**config.mk**
```make
export PLATFORM = sky130hd
export DESIGN_NAME = sl_preceptron_job_ctrl
export DESIGN_NICKNAME = d
export VERILOG_FILES = /design/src/rtl/sl_preceptron_job_ctrl.sv
export SDC_FILE = /design/constraint.sdc
export NUM_CORES = 1
export LEC_CHECK = 0
export CAP_MARGIN = 20
export CORE_MARGIN = 1.5
export CORE_UTILIZATION = 47
export CTS_BUF_LIST = sky130_fd_sc_hd__clkbuf_2
export CTS_CLUSTER_DIAMETER = 50
export DETAILED_ROUTE_END_ITERATION = 10
export PLACE_DENSITY = 0.87
export SYNTH_ARGS = -nofsm -noshare
export SYNTH_HDL_FRONTEND = slang
export SYNTH_SLANG_ARGS = --single-unit
```
**constraint.sdc**
```tcl
create_clock -name clk -period 11 [get_ports clk]
set_input_delay 2.2 -clock clk [delete_from_list [all_inputs] [get_ports clk]]
set_output_delay 2.2 -clock clk [all_outputs]
set_load 0.02 [all_outputs]
```
**src/rtl/sl_preceptron_job_ctrl.sv**
```systemverilog
// Job sequencer in front of sl_preceptron_top: optional 64-weight SRAM reload,
// threshold programming, 4-lane data streaming and MAC-done/timeout result capture.
module sl_preceptron_job_ctrl #(
    parameter int                          DATA_IN_LANES     = 4,
    parameter int                          DATA_IN_WIDTH     = 8,
    parameter int                          MEM_ADDR_WIDTH    = 16,
    parameter int                          WEIGHTS_WIDTH     = 8,
    parameter int                          VECTOR_LENGTH     = 64,
    parameter int                          SUM_WIDTH         = DATA_IN_WIDTH + WEIGHTS_WIDTH + $clog2(VECTOR_LENGTH),
    parameter logic [MEM_ADDR_WIDTH-1:0]   SRAM_BASE_ADDRESS = 'h1000,
    parameter int                          DONE_TIMEOUT      = 64
) (
    input  logic                                   clk,
    input  logic                                   reset_done,
    input  logic                                   job_valid,
    output logic                                   job_ready,
    input  logic [SUM_WIDTH-1:0]                   job_threshold,
    input  logic                                   job_reload,
    input  logic                                   w_valid,
    output logic                                   w_ready,
    input  logic [WEIGHTS_WIDTH-1:0]               w_data,
    input  logic                                   x_valid,
    output logic                                   x_ready,
    input  logic [DATA_IN_LANES*DATA_IN_WIDTH-1:0] x_data,
    output logic                                   mem_wen,
    output logic                                   mem_ren,
    output logic [MEM_ADDR_WIDTH-1:0]              mem_addr,
    output logic [WEIGHTS_WIDTH-1:0]               mem_wdata,
    output logic                                   data_valid,
    output logic [DATA_IN_LANES*DATA_IN_WIDTH-1:0] data_in,
    output logic [SUM_WIDTH-1:0]                   cfg_ai_threshold,
    input  logic [SUM_WIDTH-1:0]                   status_ai_sum,
    input  logic                                   status_ai_comparator,
    input  logic                                   mac_done,
    output logic                                   res_valid,
    input  logic                                   res_ready,
    output logic [SUM_WIDTH-1:0]                   res_sum,
    output logic                                   res_comp,
    output logic                                   res_timeout,
    output logic                                   busy
);

    localparam int NUM_BEATS = VECTOR_LENGTH / DATA_IN_LANES;
    localparam int WIDX_W    = (VECTOR_LENGTH > 1) ? $clog2(VECTOR_LENGTH) : 1;
    localparam int BEAT_W    = (NUM_BEATS > 1) ? $clog2(NUM_BEATS) : 1;
    localparam int TO_W      = $clog2(DONE_TIMEOUT + 1);

    typedef enum logic [2:0] {
        IDLE,
        LOAD_W,
        CFG,
        STREAM,
        WAIT_DONE,
        RESULT
    } state_t;

    state_t            state;
    state_t            state_nxt;
    logic              weights_loaded;
    logic [WIDX_W-1:0] widx;
    logic [BEAT_W-1:0] beat_cnt;
    logic [TO_W-1:0]   tcnt;

    logic job_hs;
    logic w_hs;
    logic x_hs;
    logic last_w;
    logic last_beat;
    logic to_expire;

    assign job_hs    = job_valid && job_ready;
    assign w_hs      = w_valid && w_ready;
    assign x_hs      = x_valid && x_ready;
    assign last_w    = (widx == WIDX_W'(VECTOR_LENGTH - 1));
    assign last_beat = (beat_cnt == BEAT_W'(NUM_BEATS - 1));
    assign to_expire = (tcnt == TO_W'(DONE_TIMEOUT - 1));
    assign busy      = (state != IDLE);
    assign mem_ren   = 1'b0;

    always_ff @(posedge clk or posedge reset_done) begin
        if (reset_done) begin
            state <= IDLE;
        end else begin
            state <= state_nxt;
        end
    end

    // NOTE: every output of this block gets a default before the case so no latch is inferred.
    always_comb begin
        state_nxt = state;
        job_ready = 1'b0;
        w_ready   = 1'b0;
        x_ready   = 1'b0;
        res_valid = 1'b0;
        case (state)
            IDLE: begin
                job_ready = !reset_done;
                if (job_valid && !reset_done) begin
                    state_nxt = (job_reload || !weights_loaded) ? LOAD_W : CFG;
                end
            end
            LOAD_W: begin
                w_ready = 1'b1;
                if (w_valid && last_w) begin
                    state_nxt = CFG;
                end
            end
            CFG: begin
                state_nxt = STREAM;
            end
            STREAM: begin
                x_ready = 1'b1;
                if (x_valid && last_beat) begin
                    state_nxt = WAIT_DONE;
                end
            end
            WAIT_DONE: begin
                // mac_done wins over an expiring timeout in the same cycle.
                if (mac_done || to_expire) begin
                    state_nxt = RESULT;
                end
            end
            RESULT: begin
                res_valid = 1'b1;
                if (res_ready) begin
                    state_nxt = IDLE;
                end
            end
            default: begin
                state_nxt = IDLE;
            end
        endcase
    end

    // NOTE: sequential state uses non-blocking assignments so every register samples pre-edge values.
    always_ff @(posedge clk or posedge reset_done) begin
        if (reset_done) begin
            weights_loaded   <= 1'b0;
            widx             <= '0;
            beat_cnt         <= '0;
            tcnt             <= '0;
            cfg_ai_threshold <= '0;
            mem_wen          <= 1'b0;
            mem_addr         <= '0;
            mem_wdata        <= '0;
            data_valid       <= 1'b0;
            data_in          <= '0;
            res_sum          <= '0;
            res_comp         <= 1'b0;
            res_timeout      <= 1'b0;
        end else begin
            mem_wen    <= w_hs;
            data_valid <= x_hs;

            if (job_hs) begin
                cfg_ai_threshold <= job_threshold;
                widx             <= '0;
                beat_cnt         <= '0;
            end

            if (w_hs) begin
                mem_addr  <= SRAM_BASE_ADDRESS + MEM_ADDR_WIDTH'(widx);
                mem_wdata <= w_data;
                widx      <= widx + WIDX_W'(1);
                if (last_w) begin
                    weights_loaded <= 1'b1;
                end
            end

            if (x_hs) begin
                data_in  <= x_data;
                beat_cnt <= beat_cnt + BEAT_W'(1);
            end

            // tcnt is held at zero outside WAIT_DONE, so it is cleared on entry.
            if (state == WAIT_DONE) begin
                tcnt <= tcnt + TO_W'(1);
                if (mac_done) begin
                    res_sum     <= status_ai_sum;
                    res_comp    <= status_ai_comparator;
                    res_timeout <= 1'b0;
                end else if (to_expire) begin
                    res_sum        <= '0;
                    res_comp       <= 1'b0;
                    res_timeout    <= 1'b1;
                    weights_loaded <= 1'b0;
                end
            end else begin
                tcnt <= '0;
            end
        end
    end

endmodule

```
Yosys cells after proc, flatten, opt, wreduce, memory -nomap -nowiden --
Cells that the tools add are included.
Storage, ports and cells: register bits after elaboration 125, output and inout port bits 110, logic and storage cells 75
Cells by class: $add $sub $neg 4, equal/unequal tests 13, mux-type cells 27, reduce and logical (&&, ||, !) cells 17
Operators by type and width (count):
- 2-to-1 mux 22 bit | 2
- case mux 3 bit (6 select lines) | 1
- 2-to-1 mux 3 bit | 5
- adder 13 x 6 -> 14 bit (first input constant) | 1
- 2-to-1 mux 1 bit | 13
- 2-to-1 mux 6 bit | 2
- inequality test 2 bit (second input constant) | 5
- 2-to-1 mux 4 bit | 2
- adder 7 x 1 -> 7 bit (second input constant) | 1
- == test 7 x 6 -> 1 bit (second input constant) | 1
- 2-to-1 mux 7 bit | 1
- adder 6 x 1 -> 6 bit (second input constant) | 1
- == test 3 x 2 -> 1 bit (second input constant) | 2
- == test 3 bit (second input constant) | 2
- == test 6 bit (second input constant) | 1
- logical AND 1 bit | 6
- nonzero test 2 bit | 3
- AND reduction 5 bit | 1
- adder 4 x 1 -> 4 bit (second input constant) | 1
- == test 4 bit (second input constant) | 1
- == test 3 x 1 -> 1 bit (second input constant) | 1
- zero test 3 bit | 1
- nonzero test 3 bit | 1
- zero test 1 bit | 2
- 3 further kinds | 4

Logic depth before layout (Yosys ltp) --
Gate-level depths: netlist of the first run.
word-level depth 7, depth in mapped cells 6, depth with buffers taken out 5

Worst setup path after synthesis of the first run --
Ideal clock, no wire load.
path type input-to-output, start point in reset_done, end point out job_ready, arrival 2493 ps, required time 8800 ps, path slack 6307 ps, cell stages on the path 1, path buffers 0, cells stage by stage nor2_1
Between the ends: word-level cells in the longest chain between the ends 2
Ends and longest elaborated chain:
- start: declaration | RTL line 14 | input logic reset_done,
- zero test 1 bit (no source line)
- 2-to-1 mux 1 bit | RTL line 95 | case (state)
- end: declaration | RTL line 16 | output logic job_ready,
Every way passes these cells.

Worst setup path in the final report of the first run --
Same ends and word-level chain as after synthesis.

==> metrics, run 1 <==
Ports 203; global route overflow 0; CP max stage delay 600 ps; Yosys Warn Count 0; final wirelength 11.5 mm; critical path, cell by cell clkdlybuf4s50_1, nor2_1, clkdlybuf4s50_1; CP Class input port to output port; post-CTS setup buffer count 0; vias in the first global route 3820; sw power 0.412 mW; Final period util 0.511; Tmin final 5630 ps; Reg2Reg Capture Point data_in[31]; Rows 36; number of antenna violations at the first check in global routing 0; Worst Hold Depth 1; layer with the highest usage met2; R2R Path Start state[2]; Root Buffer clkbuf_2; CP max-delay cell clkdlybuf4s50_1; diode count 0; Mapped Avg Cell Area 11.9 µm²; CTS tree built; First-pass DRT Iterations 4; Placed Cells 709; most common cell after layout, fill and taps aside clkdlybuf4s50_1; final setup TNS 0 ps; status completed; Post-Syn Instances 402; Clock Tree Buf Depth 2; CP bufs+invs 2; Critical Path Fanout Max 4; RSZ-0062 raised after global routing no; gp weighted congestion 0.775; most frequent CP cell clkdlybuf4s50_1; sequential power share 0.467; delay-heaviest family, CP buffers and inverters; Slew @ Worst Pin 980 ps; worst reg2reg setup slack 8480 ps; met3 Use GR 0.0858; # DRC 0; Hold Path End tcnt[0]; post-synth top area share 0.606; Routed Antenna Nets 0; Synth Register Bits 116; clock share of power 0.176; Leak 3.21 nW; detailed-route via count 3677; unique cell type count in the Yosys netlist 44; Slew headroom 0.347; grt met1 use 0.248; Wirelength per Cell 15.6 µm; CTS buffer count 17; worst hold path type flop to flop; final core utilization 0.701; GRT Total Usage 0.222; Peak VDD IR 0.112 mV; fmax 178 MHz; pin count of the biggest net entering global routing 80; Sw Ratio 0.336; Final Hold Viols 0; Fin Clk Skew 20.5 ps; layout cells sized above 1 0.126; Core Area 9820 µm²; Post-CTS Resized 0; DP Worst Slack 5360 ps; Cell Count, Final, Fillers Out 737; Synth area leaders dfrtp_1 61%, nand2_1 8.1%, mux2_4 6.3%, a22o_1 4.8%, mux2_2 4.0%; worst skew pair latency 630 ps; Cell Area, Synth 4790 µm²; WP data required 8800 ps; CTS Sinks 116; Die ar. 10800 µm²; first-pass GRT wire length 18.7 mm; initial DRC count 129; leading cell types in the layout, fill and taps excluded 192 x clkdlybuf4s50_1, 116 x dfrtp_1, 104 x nand2_1; power share of the combinational group 0.356; setup violators final 0; worst setup margin 5370 ps; pwr dens 178 nW/µm²; Worst Setup Start Kind input port; # nets final 691; Buffers on Ports 192; Seq/Total Area, Yosys 0.606; hold_sp tcnt[0]; Vias/cell 4.99; met2 Track Usage GR 0.382; Initial Util 0.488; worst path arrival time 3430 ps; P_int 0.813 mW; H-tree Lvls 4; Max Slew Vio Count 0; cts hold-fix bufs 0; area grow syn2layout 43.6%; CTS clk-pin slew, worst paths 140 ps; Worst R2R Path Depth 5; Die Height 104 µm; cell taking the most area after synthesis dfrtp_1; max_cap viols 0; Die W 104 µm; Final HPWL DP 8.35 mm; Crit. End Element output port
## logic make-up after synthesis
family | count (synthesis) | synth area share
flip-flops | 116 | 0.606
AO/OA/AOI/OAI | 53 | 0.0831
AND/OR/NAND/NOR | 148 | 0.136
buffers and inverters | 37 | 0.0504
other | 1 | 0.000783
XOR/XNOR | 6 | 0.0110
multiplexers | 38 | 0.105
adder cells (fa/ha/maj) | 3 | 0.00784
## power by group through the flow
stage / Combinational (mW) / Sequential, mW / Clock, mW
after global routing: 0.468 / 0.585 / 0.245
after global placement: 0.430 / 0.574 / 0
after detailed placement: 0.440 / 0.580 / 0
after CTS: 0.442 / 0.573 / 0.226
after floorplan: 0.141 / 0.661 / 0
final: 0.437 / 0.572 / 0.216
## worst register-to-register path: cells and delay by family, from the launching register on
family | cells | cell delay, ps
and+or+nand+nor | 3 | 570
buffers and inverters | 2 | 1270
DFF | 1 | 600
## worst max path at each step
| stage | cells past startpoint | to | slack [ps] | from |
|---|---|---|---|---|
| after floorplan | 1 | beat_cnt[0] | 5730 | reset_done |
| after global placement | 3 | job_ready | 5360 | reset_done |
| after detailed placement | 3 | job_ready | 5360 | reset_done |
| after CTS | 3 | job_ready | 5370 | reset_done |
| after global routing | 3 | job_ready | 5330 | reset_done |
| final | 3 | job_ready | 5370 | reset_done |
## layout make-up
cell class	count	area [µm²]
Fill cell	789	2940
Sequential cell	116	2900
Timing Repair Buffer	194	1940
Multi-Input combinational cell	258	1680
Tap cell	133	166
Clock buffer	19	95.1
Clock inverter	9	67.6
Inverter	8	32.5
## cell usage after synthesis, drive strengths merged
library cell / count
a21boi: 1
a21o: 1
a21oi: 6
a22o: 26
a31oi: 1
a41oi: 1
and2: 1
and3: 2
and4bb: 1
buf: 27
clkbuf: 2
clkinv: 1
conb: 1
dfrtp: 116
ha: 3
inv: 7
mux2: 37
mux2i: 1
nand2: 105
nand2b: 4
nand3: 10
nand4: 1
nand4b: 1
nor2: 14
nor2b: 2
nor3: 3
nor3b: 1
o21a: 4
o21ai: 11
o221ai: 1
o31a: 1
or2: 2
or3: 1
xnor2: 3
xor2: 3
## flip-flops by register name, summed over array words and instances, names as in the netlist
name,count
data_valid,1
mem_wen,1
res_sum,22
data_in,32
res_comp,1
mem_wdata,8
widx,6
cfg_ai_threshold,22
beat_cnt,4
mem_addr,7
res_timeout,1
weights_loaded,1
tcnt,7
state,3
## per-stage QoR
| stage | power [mW] | hold WS, ps | area, µm² |
|---|---|---|---|
| after floorplan | 0.803 | 433 | 4820 |
| after global placement | 1.00 | 445 | 6720 |
| after detailed placement | 1.02 | 461 | 6720 |
| after CTS | 1.24 | 490 | 6880 |
| after global routing | 1.30 | 510 | 6880 |
| final | 1.23 | 481 | 6880 |
## per-layer routing
metal,wire length (µm),up-vias
met5,0,-
met4,271,0
met3,786,24
met2,5850,131
met1,4570,1802
li1,-,1720
Note: power is estimated with default switching activity, not from simulation.
==> run 2: changes to the inputs <==
--- a/config.mk
+++ b/config.mk
@@ -7,11 +7,11 @@
 export LEC_CHECK = 0
 export CAP_MARGIN = 20
 export CORE_MARGIN = 1.5
-export CORE_UTILIZATION = 47
+export CORE_UTILIZATION = 40
 export CTS_BUF_LIST = sky130_fd_sc_hd__clkbuf_2
 export CTS_CLUSTER_DIAMETER = 50
 export DETAILED_ROUTE_END_ITERATION = 10
-export PLACE_DENSITY = 0.87
+export PLACE_DENSITY = 0.79
 export SYNTH_ARGS = -nofsm -noshare
 export SYNTH_HDL_FRONTEND = slang
 export SYNTH_SLANG_ARGS = --single-unit
==> constraint.sdc (replaced) <==
create_clock -name clk -period 5 [get_ports clk]
set_input_delay 1 -clock clk [delete_from_list [all_inputs] [get_ports clk]]
set_output_delay 1 -clock clk [all_outputs]
set_load 0.02 [all_outputs]
==> metrics, run 2 (same netlist as run 1, synthesis figures left out) <==
cts hold-fix bufs 0 (unchanged); Core Area 11600 µm² (+18%); worst hold path type flop to flop; Cell Count, Final, Fillers Out 752 (+2.0%); CTS clk-pin slew, worst paths 160 ps (+20 ps); # DRC 14 (+14); failing checks design-rule violations; pwr dens 399 nW/µm² (+120%); Tmin final 3310 ps; worst skew pair latency 640 ps (about the same); CP Class flop to output port; Clock Tree Buf Depth 2 (unchanged); Max Slew Vio Count 0 (unchanged); Critical Path Fanout Max 9 (+5); Leak 3.22 nW (+0.49%); Final Hold Viols 0 (unchanged); CTS buffer count 17 (unchanged); met2 Track Usage GR 0.296 (-0.0856); Fin Clk Skew 15.1 ps (-5.40 ps); max reg flops 32 (unchanged); DP Worst Slack 1700 ps (-3660 ps); # nets final 692 (+0.14%); layer with the highest usage met2; number of antenna violations at the first check in global routing 0 (unchanged); Rows 39 (+8.3%); status finished, violations left; Crit. End Element output port; global route overflow 0 (unchanged); initial DRC count 164 (+27%); most common cell after layout, fill and taps aside clkdlybuf4s50_1; Die Height 112 µm (+8.2%); Initial Util 0.414 (-0.0736); Regs by FF count data_in x32, cfg_ai_threshold x22, res_sum x22; Die W 112 µm (+8.2%); setup violators final 0 (unchanged); post-CTS setup buffer count 0 (unchanged); First-pass DRT Iterations 8 (+4); met3 Use GR 0.0724 (-0.0135); Routed Antenna Nets 0 (unchanged); GRT Total Usage 0.183 (-0.0394); worst path arrival time 2310 ps (-1120 ps); RSZ-0062 raised after global routing no; grt met1 use 0.224 (-0.0237); Worst Setup Start Kind flop; pin count of the biggest net entering global routing 75 (-6.3%); CTS Sinks 116 (unchanged); Die ar. 12600 µm² (+17%); Slew @ Worst Pin 918 ps (-61.5 ps); final core utilization 0.601 (-0.100); Vias/cell 4.85 (-2.7%); final wirelength 11.2 mm (-2.5%); leading cell types in the layout, fill and taps excluded 192 x clkdlybuf4s50_1, 116 x dfrtp_1, 104 x nand2_1; diode count 0 (unchanged); Biggest register data_in; Placed Cells 720 (+1.6%); Slew headroom 0.384 (+0.0372); WP data required 4000 ps (-4800 ps); worst setup margin 1690 ps (-3680 ps); first-pass GRT wire length 18.1 mm (-3.0%); Wirelength per Cell 14.9 µm (-4.5%); Peak VDD IR 0.209 mV (+87%); Fill cells 984 (+25%); Final period util 0.662; final setup TNS 0 ps (unchanged); Power, Total 2.77 mW (+130%); layout cells sized above 1 0.128 (+0.00225); Final HPWL DP 8.08 mm (-3.2%); CTS tree built; Ports 203 (unchanged); fmax 302 MHz; detailed-route via count 3649 (-0.76%); area grow syn2layout 45.0%; H-tree Lvls 4 (unchanged); vias in the first global route 3747 (-1.9%); max_cap viols 0 (unchanged); Root Buffer clkbuf_2; Post-CTS Resized 0 (unchanged); gp weighted congestion 0.783 (+1.0%); Buffers on Ports 192 (unchanged)
-- run 2: critical path: stages (launching register included) --
cell	delay [ps]
dfrtp_1	530
nor3_4	340
inv_1	90
nor2_1	100
clkdlybuf4s50_1	610
-- run 2: stage by stage --
stage	cell area, µm²	hold slack, ps
finish	6950	479
CTS	6950	479
detailed placement	6740	459
global placement	6740	447
floorplan	4820	433
global route	6950	497
-- run 2: path summary, 6_finish.rpt --
check                                start                    to  cells after the start  slack, ps
worst min register to register     tcnt[0]               tcnt[0]                      1        480
min in group asynchronous       reset_done  cfg_ai_threshold[12]                      2       1000
worst min-delay path               tcnt[0]               tcnt[0]                      1        480
max in group asynchronous       reset_done          mem_wdata[0]                      3       3100
worst max register to register    state[2]           beat_cnt[2]                      5       2530
worst max-delay path              state[0]             job_ready                      4       1690
-- run 2: layout make-up --
cell class              count  area (µm²)  area share
clock buffers              18        90.1      0.0130
inverters                   8        32.5     0.00468
flip-flops and latches    116        2900       0.418
clock inverters            14         119      0.0171
well taps                 143         179      0.0258
multi-input cells         258        1680       0.242
repair buffers            195        1940       0.280
-- run 2: report_power, final --
part | internal (mW) | switching, mW
Combinational | 0.498 | 0.460
Sequential | 1.13 | 0.131
Clock | 0.217 | 0.337
Total | 1.84 | 0.929
-- run 2: per-layer routing --
layer  wire length (µm)  vias to the layer above  part of all wire
met3                907                       11             0.081
met1               4670                     1784              0.42
met5                  0                        -                 0
li1                   -                     1723                 -
met2               5490                      131              0.49
met4                118                        0             0.011
